===== src/rtl/inference_pkg.sv =====
// inference_pkg: shared FSM state encoding and sample-count width for inference_engine.
package inference_pkg;

  localparam int NUM_SAMPLES_W = 16;

  typedef enum logic [2:0] {
    IDLE = 3'd0,
    LOAD = 3'd1,
    PREF = 3'd2,
    RUN  = 3'd3,
    COMB = 3'd4,
    OUT  = 3'd5
  } state_t;

endpackage


===== src/rtl/inference_lane.sv =====
// inference_lane: one dot-product lane (multiply, adder tree, accumulator, bias add).
// Define INFERENCE_SAT_EN to saturate accumulate and bias-add; otherwise they wrap.
module inference_lane #(
  parameter int inputBitwidth = 8,
  parameter int bitwidth      = 32,
  parameter int size          = 4
) (
  input  logic                              clk,
  input  logic                              rst_n,
  input  logic [inputBitwidth*size-1:0]     x,
  input  logic [inputBitwidth*size-1:0]     w,
  input  logic signed [inputBitwidth-1:0]   bias,
  input  logic                              acc_en,
  input  logic                              first,
  input  logic                              comb_en,
  output logic signed [bitwidth-1:0]        result
);

  // Wide enough that a full beat plus the accumulator never overflows before fit()
  localparam int WIDE = bitwidth + $clog2(size) + 2;
  localparam int PW   = 2 * inputBitwidth;

  logic signed [PW-1:0]       prod [size];
  logic signed [bitwidth-1:0] acc;
  logic signed [WIDE-1:0]     beat_sum;
  logic signed [WIDE-1:0]     acc_base;
  logic signed [WIDE-1:0]     acc_sum;
  logic signed [WIDE-1:0]     bias_sum;

  for (genvar j = 0; j < size; j++) begin : g_mul
    logic [inputBitwidth-1:0] xj;
    logic [inputBitwidth-1:0] wj;
    assign xj = x[j*inputBitwidth +: inputBitwidth];
    assign wj = w[j*inputBitwidth +: inputBitwidth];
    assign prod[j] = {{inputBitwidth{xj[inputBitwidth-1]}}, xj} *
                     {{inputBitwidth{wj[inputBitwidth-1]}}, wj};
  end

  // Reduce a wide intermediate to the lane width, clamping or wrapping
  function automatic logic signed [bitwidth-1:0] fit(input logic signed [WIDE-1:0] v);
`ifdef INFERENCE_SAT_EN
    logic signed [WIDE-1:0] max_w;
    logic signed [WIDE-1:0] min_w;
    max_w = {{(WIDE-bitwidth+1){1'b0}}, {(bitwidth-1){1'b1}}};
    min_w = {{(WIDE-bitwidth+1){1'b1}}, {(bitwidth-1){1'b0}}};
    if (v > max_w)      fit = {1'b0, {(bitwidth-1){1'b1}}};
    else if (v < min_w) fit = {1'b1, {(bitwidth-1){1'b0}}};
    else                fit = v[bitwidth-1:0];
`else
    fit = v[bitwidth-1:0];
`endif
  endfunction

  // Adder tree over the beat, then accumulator and bias sums at full precision
  always_comb begin
    beat_sum = '0;
    for (int j = 0; j < size; j++) beat_sum = beat_sum + WIDE'(prod[j]);
    acc_base = first ? '0 : WIDE'(acc);
    acc_sum  = acc_base + beat_sum;
    bias_sum = WIDE'(acc) + WIDE'(bias);
  end

  // Accumulate on each accepted beat; latch the biased result in COMB
  always_ff @(posedge clk or negedge rst_n) begin
    if (!rst_n) begin
      acc    <= '0;
      result <= '0;
    end else begin
      if (acc_en)  acc    <= fit(acc_sum);
      if (comb_en) result <= fit(bias_sum);
    end
  end

endmodule


===== src/rtl/inference_engine.sv =====
// inference_engine: weight buffer, FSM and numUnit parallel dot-product lanes.
// Define INFERENCE_SAT_EN to make the lanes saturate instead of wrap.
module inference_engine
  import inference_pkg::*;
#(
  parameter int inputBitwidth = 8,
  parameter int bitwidth      = 32,
  parameter int size          = 4,
  parameter int numUnit       = 2,
  parameter int numCycle      = 4,
  parameter int logNumCycle   = 2
) (
  input  logic                                    clk,
  input  logic                                    rst_n,
  input  logic                                    start,
  input  logic                                    load_w,
  input  logic [NUM_SAMPLES_W-1:0]                num_samples,
  input  logic [inputBitwidth*size*numUnit-1:0]   w_in,
  input  logic                                    w_valid,
  output logic                                    w_ready,
  input  logic [inputBitwidth*size-1:0]           x_in,
  input  logic                                    x_valid,
  output logic                                    x_ready,
  input  logic [inputBitwidth*numUnit-1:0]        bias,
  output logic [bitwidth*numUnit-1:0]             data_out,
  output logic                                    out_valid,
  input  logic                                    out_ready,
  output logic                                    busy,
  output logic                                    done
);

  localparam int ROW_W  = inputBitwidth * size * numUnit;
  localparam int LANE_W = inputBitwidth * size;
  localparam logic [logNumCycle-1:0] LAST_ROW = logNumCycle'(numCycle - 1);

  state_t                   state, next_state;
  logic [logNumCycle-1:0]   waddr, raddr, chunk;
  logic [NUM_SAMPLES_W-1:0] sample_cnt, samples_q;
  logic [ROW_W-1:0]         wbuf [numCycle];
  logic [ROW_W-1:0]         rd_row;
  logic w_fire, x_fire, out_fire;
  logic last_row, last_chunk, last_sample, first_chunk, done_next;

  assign w_fire      = w_valid & w_ready;
  assign x_fire      = x_valid & x_ready;
  assign out_fire    = out_valid & out_ready;
  assign last_row    = (waddr == LAST_ROW);
  assign last_chunk  = (chunk == LAST_ROW);
  assign first_chunk = (chunk == '0);
  assign last_sample = ((sample_cnt + 1'b1) == samples_q);

  // State register
  always_ff @(posedge clk or negedge rst_n) begin
    if (!rst_n) state <= IDLE;
    else        state <= next_state;
  end

  // Next-state, handshake readies and done request
  always_comb begin
    next_state = state;
    w_ready    = 1'b0;
    x_ready    = 1'b0;
    out_valid  = 1'b0;
    busy       = (state != IDLE);
    done_next  = 1'b0;
    unique case (state)
      IDLE: if (start) begin
        if (load_w)                 next_state = LOAD;
        else if (num_samples != '0) next_state = PREF;
        else                        done_next  = 1'b1;
      end
      LOAD: begin
        w_ready = 1'b1;
        if (w_fire && last_row) begin
          next_state = IDLE;
          done_next  = 1'b1;
        end
      end
      PREF: next_state = RUN;
      RUN: begin
        x_ready = 1'b1;
        if (x_fire && last_chunk) next_state = COMB;
      end
      COMB: next_state = OUT;
      OUT: begin
        out_valid = 1'b1;
        if (out_fire) begin
          if (last_sample) begin
            next_state = IDLE;
            done_next  = 1'b1;
          end else begin
            next_state = RUN;
          end
        end
      end
      default: next_state = IDLE;
    endcase
  end

  // Address, chunk and sample counters plus the registered done pulse
  always_ff @(posedge clk or negedge rst_n) begin
    if (!rst_n) begin
      waddr      <= '0;
      raddr      <= '0;
      chunk      <= '0;
      sample_cnt <= '0;
      samples_q  <= '0;
      done       <= 1'b0;
    end else begin
      done <= done_next;
      if (state == IDLE && start && !load_w) samples_q <= num_samples;
      if (w_fire) waddr <= last_row ? '0 : waddr + 1'b1;
      if (state == IDLE)                raddr <= '0;
      else if (state == PREF || x_fire) raddr <= (raddr == LAST_ROW) ? '0 : raddr + 1'b1;
      if (x_fire)   chunk      <= last_chunk ? '0 : chunk + 1'b1;
      if (out_fire) sample_cnt <= last_sample ? '0 : sample_cnt + 1'b1;
    end
  end

  // Weight buffer write port; contents survive reset
  always_ff @(posedge clk) begin
    if (w_fire) wbuf[waddr] <= w_in;
  end

  // Registered read port, running one row ahead of the chunk being consumed
  always_ff @(posedge clk or negedge rst_n) begin
    if (!rst_n)                       rd_row <= '0;
    else if (state == PREF || x_fire) rd_row <= wbuf[raddr];
  end

  for (genvar i = 0; i < numUnit; i++) begin : g_lane
    inference_lane #(
      .inputBitwidth(inputBitwidth),
      .bitwidth     (bitwidth),
      .size         (size)
    ) u_lane (
      .clk    (clk),
      .rst_n  (rst_n),
      .x      (x_in),
      .w      (rd_row[i*LANE_W +: LANE_W]),
      .bias   (bias[i*inputBitwidth +: inputBitwidth]),
      .acc_en (x_fire),
      .first  (first_chunk),
      .comb_en(state == COMB),
      .result (data_out[i*bitwidth +: bitwidth])
    );
  end

endmodule


===== config.mk =====
export PLATFORM = sky130hd
export DESIGN_NAME = inference_engine
export DESIGN_NICKNAME = d
export VERILOG_FILES = /design/src/rtl/inference_pkg.sv /design/src/rtl/inference_lane.sv /design/src/rtl/inference_engine.sv
export SDC_FILE = /design/constraint.sdc
export NUM_CORES = 2
export LEC_CHECK = 0
export BUFFER_PORTS_ARGS = -buffer_cell sky130_fd_sc_hd__buf_4
export CORE_MARGIN = 2
export CORE_UTILIZATION = 35
export CTS_BUF_LIST = sky130_fd_sc_hd__clkbuf_4 sky130_fd_sc_hd__clkbuf_8 sky130_fd_sc_hd__clkbuf_16
export DETAILED_ROUTE_END_ITERATION = 8
export GPL_TIMING_DRIVEN = 0
export HOLD_SLACK_MARGIN = 0.15
export SYNTH_ARGS = -nofsm -noshare
export SYNTH_HDL_FRONTEND = slang
export SYNTH_SLANG_ARGS = --single-unit

===== constraint.sdc =====
create_clock -name clk -period 14.3 [get_ports clk]
set_input_delay 2.145 -clock clk [delete_from_list [all_inputs] [get_ports clk]]
set_output_delay 2.145 -clock clk [all_outputs]
set_load 0.02 [all_outputs]

==> results.tsv <==
metric	value	unit
Setup CP Type	input pin to register	
vias per inst	4.879	
share of cells above drive strength 1	10.39	%
Crit Path Max Fanout	10	
Max stage delay on crit path	0.79	ns
launching point of the worst reg2reg path	rd_row[36]$_DFFE_PN0P_	
final hold violation count	0	
synth warn	0	
post-synth top area share	28.47	%
Filler cells	13850	
Clk Latency, worst-skew pair	0.68	ns
Crit path top cell by count	fa_1	
I/O Pins	204	
Min-Delay Path Class	register to register	
GRT Total Usage	17.72	%
CP max stage cell	fa_2	
ys flop type	edfxtp_1	
setup TNS	0	ns
net count after synthesis	5814	
Yosys cell types	89	
DP Wirelength	104600	µm
pin count of the biggest net entering global routing	109	
startpoint types	input pin	
GRT overflow	0	
Seq cells post-synth	490	
antenna violations before repair	14	
Mapped Cells	4606	
Final setup violation count	0	
max capacitance violation total	0	
Reg2Reg Capture Point	g_lane[1].u_lane.acc[31]$_DFFE_PN0P_	
r2r worst-path depth	41	
Slew Viols, Final	0	
min-delay src	g_lane[0].u_lane.result[15]$_DFFE_PN0P_	
reg2reg setup slack	1.77	ns
FFs w/ async S/R, synth	47.76	%
# rows	137	
unrepaired setup endpoints after global routing	no	
IO buf count	203	
DIE AREA	144300	µm²
DRC violations left	0	
CTS tree	built	
wire per inst	18.45	µm
commonest cells after routing, fill and taps aside	inv_1 (902), fa_1 (702), nand2_1 (395)	
CP endpoint kind	register	
Initial Util	35.34	%
hold path cells	2	
Mean Syn Cell Area	10.73	µm²
Die Wd	379.8	µm
post-synthesis sequential area ratio	27.39	%
initial DRC count	2149	
root buffer cell	clkbuf_16	
Worst Tran Pin Value	1.241	ns
most common cell after layout, fill and taps aside	inv_1	
first-pass GRT wire length	199700	µm
Tmin final	13.61	ns
CTS clock-pin slew for the worst setup and hold paths	0.06	ns
CTS Buffer Depth	3	
Post-CTS Hold Fix Bufs	0	
DR vias	33120	
Post-CTS Setup Inserts	0	
EDFF count, synth	256	
Post-Route Skew	0.03835	ns
drt pass-1 iters	7	
Routed WL	125200	µm
sequential cell area	13540	µm²
area leader, netlist	fa_1	
vias in the first global route	35050	
H-Tree Depth	2	
Area Overhead vs Synth	12.15	%
cts bufs inserted	56	
Vert. Die Dim	379.8	µm
Sink Count	490	
Critical Path RT	14.86	ns
Worst Hold End	g_lane[0].u_lane.result[15]$_DFFE_PN0P_	
outcome	finished, final reports clean	
largest cells by area after synthesis	fa_1 (28%), edfxtp_1 (16%), dfrtp_1 (12%)	
Fmax	73.48	MHz
GPL Wtd Cong	0.8742	
Detail Route Antenna Nets	0	
Post-Syn Area	49440	µm²
crit path DAT	14.17	ns
CORE AREA	139900	µm²
period utilisation layout	95.17	%
Nets	6070	
multi-input logic area	31990	µm²
Max-slew headroom	17.28	%
==> layout make-up <==
type	count	share of cell area, %
multi-input cells	3066	57.70
flip-flops and latches	490	24.43
inverters	909	6.154
well taps	1876	4.234
repair buffers	209	3.060
clock buffers	71	2.798
plain buffers	130	0.9207
clock inverters	34	0.6883
diodes	3	0.01354
==> routing by layer <==
| metal | track usage (%) | routed length (µm) | vias up |
|---|---|---|---|
| li1 | - | - | 15310 |
| met1 | 24.12 | 55080 | 17020 |
| met2 | 29.68 | 61210 | 645 |
| met3 | 3.121 | 6705 | 124 |
| met4 | 3.557 | 2122 | 14 |
| met5 | 0 | 85 | - |
==> worst max-delay path, delay by kind of cell <==
family                   cells  cell delay, ns
adder cells (fa/ha/maj)     14            6.83
AO/OA/AOI/OAI               14            3.20
AND/OR/NAND/NOR              4            0.86
buffers and inverters        7            1.12
==> state kept, by name, indices dropped and copies added, names as in the netlist, 3 cells and up <==
| signal | flops |
|---|---|
| wbuf | 256 |
| g_lane.u_lane.acc | 64 |
| g_lane.u_lane.result | 64 |
| rd_row | 64 |
| sample_cnt | 16 |
| samples_q | 16 |
| state | 3 |
==> synth_stat cells, drive strengths merged (17+ instances only) <==
library cell,number
inv,903
fa,703
nand2,395
ha,370
and2,271
edfxtp,256
dfrtp,234
o21ai,193
a21oi,131
xnor2,124
clkbuf,120
nor2,120
mux2,85
nor2b,85
mux4,64
xor2,63
a21o,53
nand2b,44
nor3,39
nand3,33
o31ai,32
o21a,24
a211oi,23
and3,23
buf,21
a31oi,17
==> per-stage QoR <==
step | hold WS (ns) | util, % | setup WS (ns) | instances | area [µm²]
2_1_floorplan | 0.4669 | - | 1.143 | 4606 | 49440
3_3_place_gp | 0.4700 | 38.11 | -1.221 | 6685 | 53310
3_5_place_dp | 0.4712 | 38.25 | -1.308 | 6691 | 53500
4_1_cts | 0.4829 | 39.64 | 0.02987 | 6793 | 55440
5_1_grt | 0.5104 | 39.64 | 0.04254 | 6787 | 55440
6_report | 0.4802 | 39.64 | 0.6904 | 6788 | 55440
==> worst max path at each step <==
| stage | to | startpoint |
|---|---|---|
| detailed placement | g_lane[1].u_lane.acc[31]$_DFFE_PN0P_ | x_in[2] |
| finish | g_lane[1].u_lane.acc[31]$_DFFE_PN0P_ | x_in[16] |
| CTS | g_lane[0].u_lane.acc[31]$_DFFE_PN0P_ | x_in[3] |
| global placement | g_lane[1].u_lane.acc[31]$_DFFE_PN0P_ | x_in[2] |
| global route | g_lane[0].u_lane.acc[31]$_DFFE_PN0P_ | x_in[3] |
| floorplan | g_lane[1].u_lane.acc[31]$_DFFE_PN0P_ | x_in[2] |
==> kinds of logic (layout without fill, tap and decap cells) <==
group           Yosys count  after routing  share of synthesized area (%)
simple gates           1081           1081                          11.07
fa+ha+maj              1073           1073                          37.83
buf+inv                1050           1353                          8.008
compound gates          565            565                          7.307
flops                   490            490                          27.39
xor+xnor                187            187                          3.313
mux                     160            160                          5.075
other cells               0              3                              0
==> repair_timing <==
action                                  4_1_cts  5_1_grt
hold endpoints to repair                      0        0
endpoints found under the setup margin        5       16
resized for setup                             2       13
gates cloned                                  0        0
Power is left out: the tool's default activity adds up to more than one toggle a clock period on the data nets, which glitch-free logic cannot reach.
